===== config.mk =====
export PLATFORM = sky130hd
export DESIGN_NAME = rr_arbiter4
export DESIGN_NICKNAME = d
export VERILOG_FILES = /design/src/rtl/arb_pkg.sv /design/src/rtl/rr_pick.sv /design/src/rtl/rr_arbiter4.sv
export SDC_FILE = /design/constraint.sdc
export NUM_CORES = 1
export LEC_CHECK = 0
export BUFFER_PORTS_ARGS = -buffer_cell sky130_fd_sc_hd__buf_2
export CAP_MARGIN = 15
export CORE_MARGIN = 4
export CORE_UTILIZATION = 30
export CTS_BUF_LIST = sky130_fd_sc_hd__clkbuf_4 sky130_fd_sc_hd__clkbuf_8
export DETAILED_ROUTE_END_ITERATION = 7
export PLACE_DENSITY = 0.47
export SKIP_CTS_REPAIR_TIMING = 1
export SLEW_MARGIN = 25
export SYNTH_ARGS = -nofsm -noshare
export SYNTH_HDL_FRONTEND = slang
export SYNTH_SLANG_ARGS = --single-unit

===== constraint.sdc =====
create_clock -name clk -period 2.75 [get_ports clk]
set_input_delay 0.55 -clock clk [delete_from_list [all_inputs] [get_ports clk]]
set_output_delay 0.55 -clock clk [all_outputs]
set_load 0.005 [all_outputs]

===== src/rtl/arb_pkg.sv =====
// Shared types and constants for the four-requester round-robin arbiter.
package arb_pkg;

  localparam int NREQ = 4;
  localparam int IW   = 2;

  typedef enum logic {
    ST_IDLE = 1'b0,
    ST_BUSY = 1'b1
  } state_t;

  // One-hot decode of a requester index.
  function automatic logic [NREQ-1:0] idx2oh(input logic [IW-1:0] idx);
    return 4'b0001 << idx;
  endfunction

endpackage


===== src/rtl/rr_pick.sv =====
// Rotating-priority pick: the requester just after last_idx has top priority.
// The candidates are rotated so that requester sits at bit 0, priority-encoded,
// and the offset is added back to recover the absolute index.
module rr_pick
  import arb_pkg::*;
(
  input  logic [NREQ-1:0] cand,
  input  logic [IW-1:0]   last_idx,
  output logic            win_vld,
  output logic [IW-1:0]   win_idx,
  output logic [NREQ-1:0] win_oh
);

  logic [IW-1:0]     start_s;
  logic [2*NREQ-1:0] dbl_s;
  logic [NREQ-1:0]   rot_s;
  logic [IW-1:0]     off_s;

  assign start_s = last_idx + 2'd1;
  assign dbl_s   = {cand, cand};
  assign rot_s   = dbl_s[start_s +: NREQ];

  // Priority-encode the rotated vector and translate back to an absolute index.
  always_comb begin
    off_s   = 2'd0;
    win_vld = 1'b1;
    casez (rot_s)
      4'b???1: off_s = 2'd0;
      4'b??10: off_s = 2'd1;
      4'b?100: off_s = 2'd2;
      4'b1000: off_s = 2'd3;
      default: begin
        off_s   = 2'd0;
        win_vld = 1'b0;
      end
    endcase
    if (win_vld) begin
      win_idx = start_s + off_s;
      win_oh  = idx2oh(start_s + off_s);
    end else begin
      win_idx = 2'd0;
      win_oh  = 4'b0000;
    end
  end

endmodule


===== src/rtl/rr_arbiter4.sv =====
// Four-requester round-robin arbiter with a per-tenure hold limit and a
// shared DW-bit data mux steered by the registered grant.
module rr_arbiter4
  import arb_pkg::*;
#(
  parameter int DW       = 2,
  parameter int MAX_HOLD = 8,
  parameter int CW       = 4
) (
  input  logic               clk,
  input  logic               reset,
  input  logic [NREQ-1:0]    req,
  input  logic [NREQ*DW-1:0] din,
  output logic [NREQ-1:0]    gnt,
  output logic [IW-1:0]      gnt_idx,
  output logic               gnt_valid,
  output logic [DW-1:0]      dout,
  output logic               timeout
);

  state_t          state_r, state_n;
  logic [NREQ-1:0] gnt_r, gnt_n;
  logic [IW-1:0]   gnt_idx_r, gnt_idx_n;
  logic [IW-1:0]   last_idx_r, last_idx_n;
  logic [CW-1:0]   hold_cnt_r, hold_cnt_n;
  logic            timeout_r, timeout_n;

  logic            owner_req_s;
  logic            at_limit_s;
  logic [NREQ-1:0] cand_s;
  logic [IW-1:0]   pick_last_s;
  logic            win_vld_s;
  logic [IW-1:0]   win_idx_s;
  logic [NREQ-1:0] win_oh_s;

  // In BUSY the current owner is masked out and becomes the new rotation
  // origin, so a releasing owner can never win back-to-back over a waiter.
  assign owner_req_s = req[gnt_idx_r];
  assign at_limit_s  = (MAX_HOLD != 0) && (hold_cnt_r == CW'(MAX_HOLD));
  assign cand_s      = (state_r == ST_BUSY) ? (req & ~gnt_r) : req;
  assign pick_last_s = (state_r == ST_BUSY) ? gnt_idx_r : last_idx_r;

  rr_pick u_pick (
    .cand     (cand_s),
    .last_idx (pick_last_s),
    .win_vld  (win_vld_s),
    .win_idx  (win_idx_s),
    .win_oh   (win_oh_s)
  );

  // Next-state, grant, hold counter and timeout decisions.
  always_comb begin
    state_n    = state_r;
    gnt_n      = gnt_r;
    gnt_idx_n  = gnt_idx_r;
    last_idx_n = last_idx_r;
    hold_cnt_n = hold_cnt_r;
    timeout_n  = 1'b0;
    case (state_r)
      ST_IDLE: begin
        if (win_vld_s) begin
          state_n    = ST_BUSY;
          gnt_n      = win_oh_s;
          gnt_idx_n  = win_idx_s;
          hold_cnt_n = {{(CW-1){1'b0}}, 1'b1};
        end else begin
          state_n    = ST_IDLE;
        end
      end
      ST_BUSY: begin
        if (owner_req_s && !at_limit_s) begin
          if (hold_cnt_r != {CW{1'b1}}) begin
            hold_cnt_n = hold_cnt_r + {{(CW-1){1'b0}}, 1'b1};
          end else begin
            hold_cnt_n = hold_cnt_r;
          end
        end else begin
          last_idx_n = gnt_idx_r;
          timeout_n  = owner_req_s;
          if (win_vld_s) begin
            gnt_n      = win_oh_s;
            gnt_idx_n  = win_idx_s;
            hold_cnt_n = {{(CW-1){1'b0}}, 1'b1};
          end else begin
            state_n    = ST_IDLE;
            gnt_n      = 4'b0000;
            gnt_idx_n  = 2'd0;
            hold_cnt_n = {CW{1'b0}};
          end
        end
      end
      default: begin
        state_n    = ST_IDLE;
        gnt_n      = 4'b0000;
        gnt_idx_n  = 2'd0;
        hold_cnt_n = {CW{1'b0}};
      end
    endcase
  end

  // State and output registers with synchronous reset.
  always_ff @(posedge clk) begin
    if (reset) begin
      state_r    <= ST_IDLE;
      gnt_r      <= 4'b0000;
      gnt_idx_r  <= 2'd0;
      last_idx_r <= 2'd3;
      hold_cnt_r <= {CW{1'b0}};
      timeout_r  <= 1'b0;
    end else begin
      state_r    <= state_n;
      gnt_r      <= gnt_n;
      gnt_idx_r  <= gnt_idx_n;
      last_idx_r <= last_idx_n;
      hold_cnt_r <= hold_cnt_n;
      timeout_r  <= timeout_n;
    end
  end

  assign gnt       = gnt_r;
  assign gnt_idx   = gnt_idx_r;
  assign gnt_valid = |gnt_r;
  assign timeout   = timeout_r;
  assign dout      = gnt_valid ? din[gnt_idx_r*DW +: DW] : {DW{1'b0}};

endmodule


==> flow_summary.yaml <==
floorplan:
  die_w_um: 68.0
  core_um2: 3420
  io_pins: 24
  rows: 21
  start_util_pct: 31.6
  dieArea_um2: 4620
  die-height_um: 68.0
placed_design:
  place_congestion: 0.808
  io_buffers: 23
  dp_hpwl_um: 2280
  dp_slack_ps: 94.4
  dp_cells: 193
global_route:
  grt_start_max_net_pins: 15
  antenna_found_initial: 0
  track_usage_pct: 13.7
  overflow: 0
  grt_pass1_wl_um: 4730
  grt_pass1_vias: 1017
final_layout:
  layout.nets: 169
  fin_cells: 197
  drive_gt1_share_pct: 30.5
  final.fill_count: 375
  final_cell_mix: "23 x buf_2, 17 x nand2_1, 13 x dfxtp_1"
  area_growth_pct: 18.8
  n_antenna_cell: 0
  layout_commonest_cell: "buf_2"
detailed_routing:
  dr.pass1.iters: 4
  vias: 988
  drtAntennaViolNets: 0
  drt_iter0_drc: 47
  routed_via_density: 5.02
  wl_per_cell_um: 14.0
  drc: 0
  wirelength_um: 2750
synth:
  yosysTopAreaCell: "dfxtp_1"
  async_flop_share_pct: 0
  synth_area_um2: 1080
  synth.distinct_cells: 43
  syn_area_per_cell_um2: 8.70
  postSynthNetCount: 141
  synth_top_cell_area_share_pct: 26.0
  yosys_warnings: 0
  synth_area_leaders: "dfxtp_1 26%, nand2_1 5.9%, mux4_1 4.9%"
  synthCells: 124
  synth-edff-count: 0
  yosysSeqAreaShare_pct: 26.0
  synth.ff_latch_count: 14
  synth-main-ff-cell: "dfxtp_1"
clock_tree:
  root_buffer: "clkbuf_4"
  clock_sinks: 14
  path_clk_slew_ps: 90
  clockBufferDepth: 2
  cts_made_buffers: 3
  cts_tree: "built"
  h-tree-depth: 1
  clk-insertion-delay-late_ps: 280
sta:
  slew_violations: 0
  fmax_mhz: 404
  timing.setup.tns_ps: 0
  setup_ws_ps: 276
  rsz0062_at_grt: "no"
  timing.final.crit_period_ps: 2470
  hold_violations: 0
  slew_headroom_pct: 61.8
  fin_crit_sh_pct: 90.0
  skew_ps: 5.48
  setup-violations-final: 0
  worst_pin_slew_ps: 569
flow_run:
  max_cap_violations: 0
setup_path:
  rr_endpoint: "gnt[2]"
  worstSetupPathType: "flop to flop"
  worstReg2RegStart: "state_r"
  path_delay_family: "compound AO/OA/AOI/OAI gates"
  max_stage_delay_ps: 490
  worstSetupStartpointType: "flop"
  crit_arrival_ps: 2640
  rr_worst_depth: 8
  r2r_slack_ps: 280
  cp_max_fo: 14
  critPathCaptureType: "flop"
  cp_data_required_time_ps: 2920
  crit_buf_inv: 0
  slowest_stage: "dfxtp_2"
  crit_chain: "mux2i_4, nand2_1, o221a_2, a21oi_1, ha_1, xor2_1, nor3_1, a221o_1"
min_path:
  min_path_type: "input port to flop"
  hold_path_depth: 2
  min_from: "reset"
  holdPathEnd: "state_r"
power_and_ir_drop:
  p_per_area_nw_per_um2: 799
  p_leak_uw: 0.000567
  ir_drop_mv: 0.372
outcome:
  status: "finished clean"
-- how the worst max path moves through the flow --
stage,depth (start not counted),from,end,slack [ps]
after floorplan,10,req[1],gnt[2],390
after global placement,11,req[3],gnt[2],180
after detailed placement,8,state_r,gnt[2],90
after CTS,8,state_r,gnt[2],100
after global routing,8,state_r,gnt[2],90
final,8,state_r,gnt[2],280
-- layout make-up --
cell class	instances	area [µm²]	area share (%)
multi-input cells	100	742	57.9
flip-flops and latches	14	282	22.0
clock buffers	4	36.3	2.83
well taps	46	57.6	4.49
inverters	7	26.3	2.05
repair buffers	26	138	10.7
-- cells by family after synthesis --
group,count (synthesis),share of synthesized area (%)
compound gates,34,25.1
buf+inv,10,5.22
flops,14,26.0
mux,7,11.9
fa+ha+maj,3,3.48
simple gates,50,23.4
xor+xnor,6,4.87
-- report_power, final --
part,internal (µW),switching (µW),leakage [µW]
combinational,279,307,0.000431
sequential,246,45.1,0.000115
clock,80.5,65.5,0.0000210
total,605,418,0.000567
-- layer usage --
layer  global-route usage (%)  part of all wire, %
met1                     17.0                   47
met2                     23.8                   50
met3                     1.48                  1.1
met4                     5.96                  1.2
met5                        0                    0
-- flip-flops by register name, summed over array words and instances (netlist names) --
signal and flops:
timeout 1, gnt 4, last_idx_r 2, state_r 1
hold_cnt_r 4, gnt_idx 2
-- synth_stat cells (all sizes together), types with 3 or more instances --
library cell and instances:
and3 3, mux2i 3, inv 7, and2 3, xnor2 3, xor2 3
o211ai 7, ha 3, dfxtp 14, nand2 17, mux4 3, buf 3
a21oi 7, a21boi 3, a21bo 3, nor3 5, nor2 5, nand3 8
-- stage by stage --
step / hold WS, ps / utilization (%) / total power, µW / instance area, µm²
after floorplan: 456 / - / 712 / 1080
after global placement: 478 / 36.4 / 880 / 1240
after detailed placement: 510 / 36.4 / 886 / 1240
after CTS: 451 / 37.5 / 1040 / 1280
after global routing: 461 / 37.5 / 1120 / 1280
final: 463 / 37.5 / 1020 / 1280
Note: power is estimated with default switching activity, not from simulation.
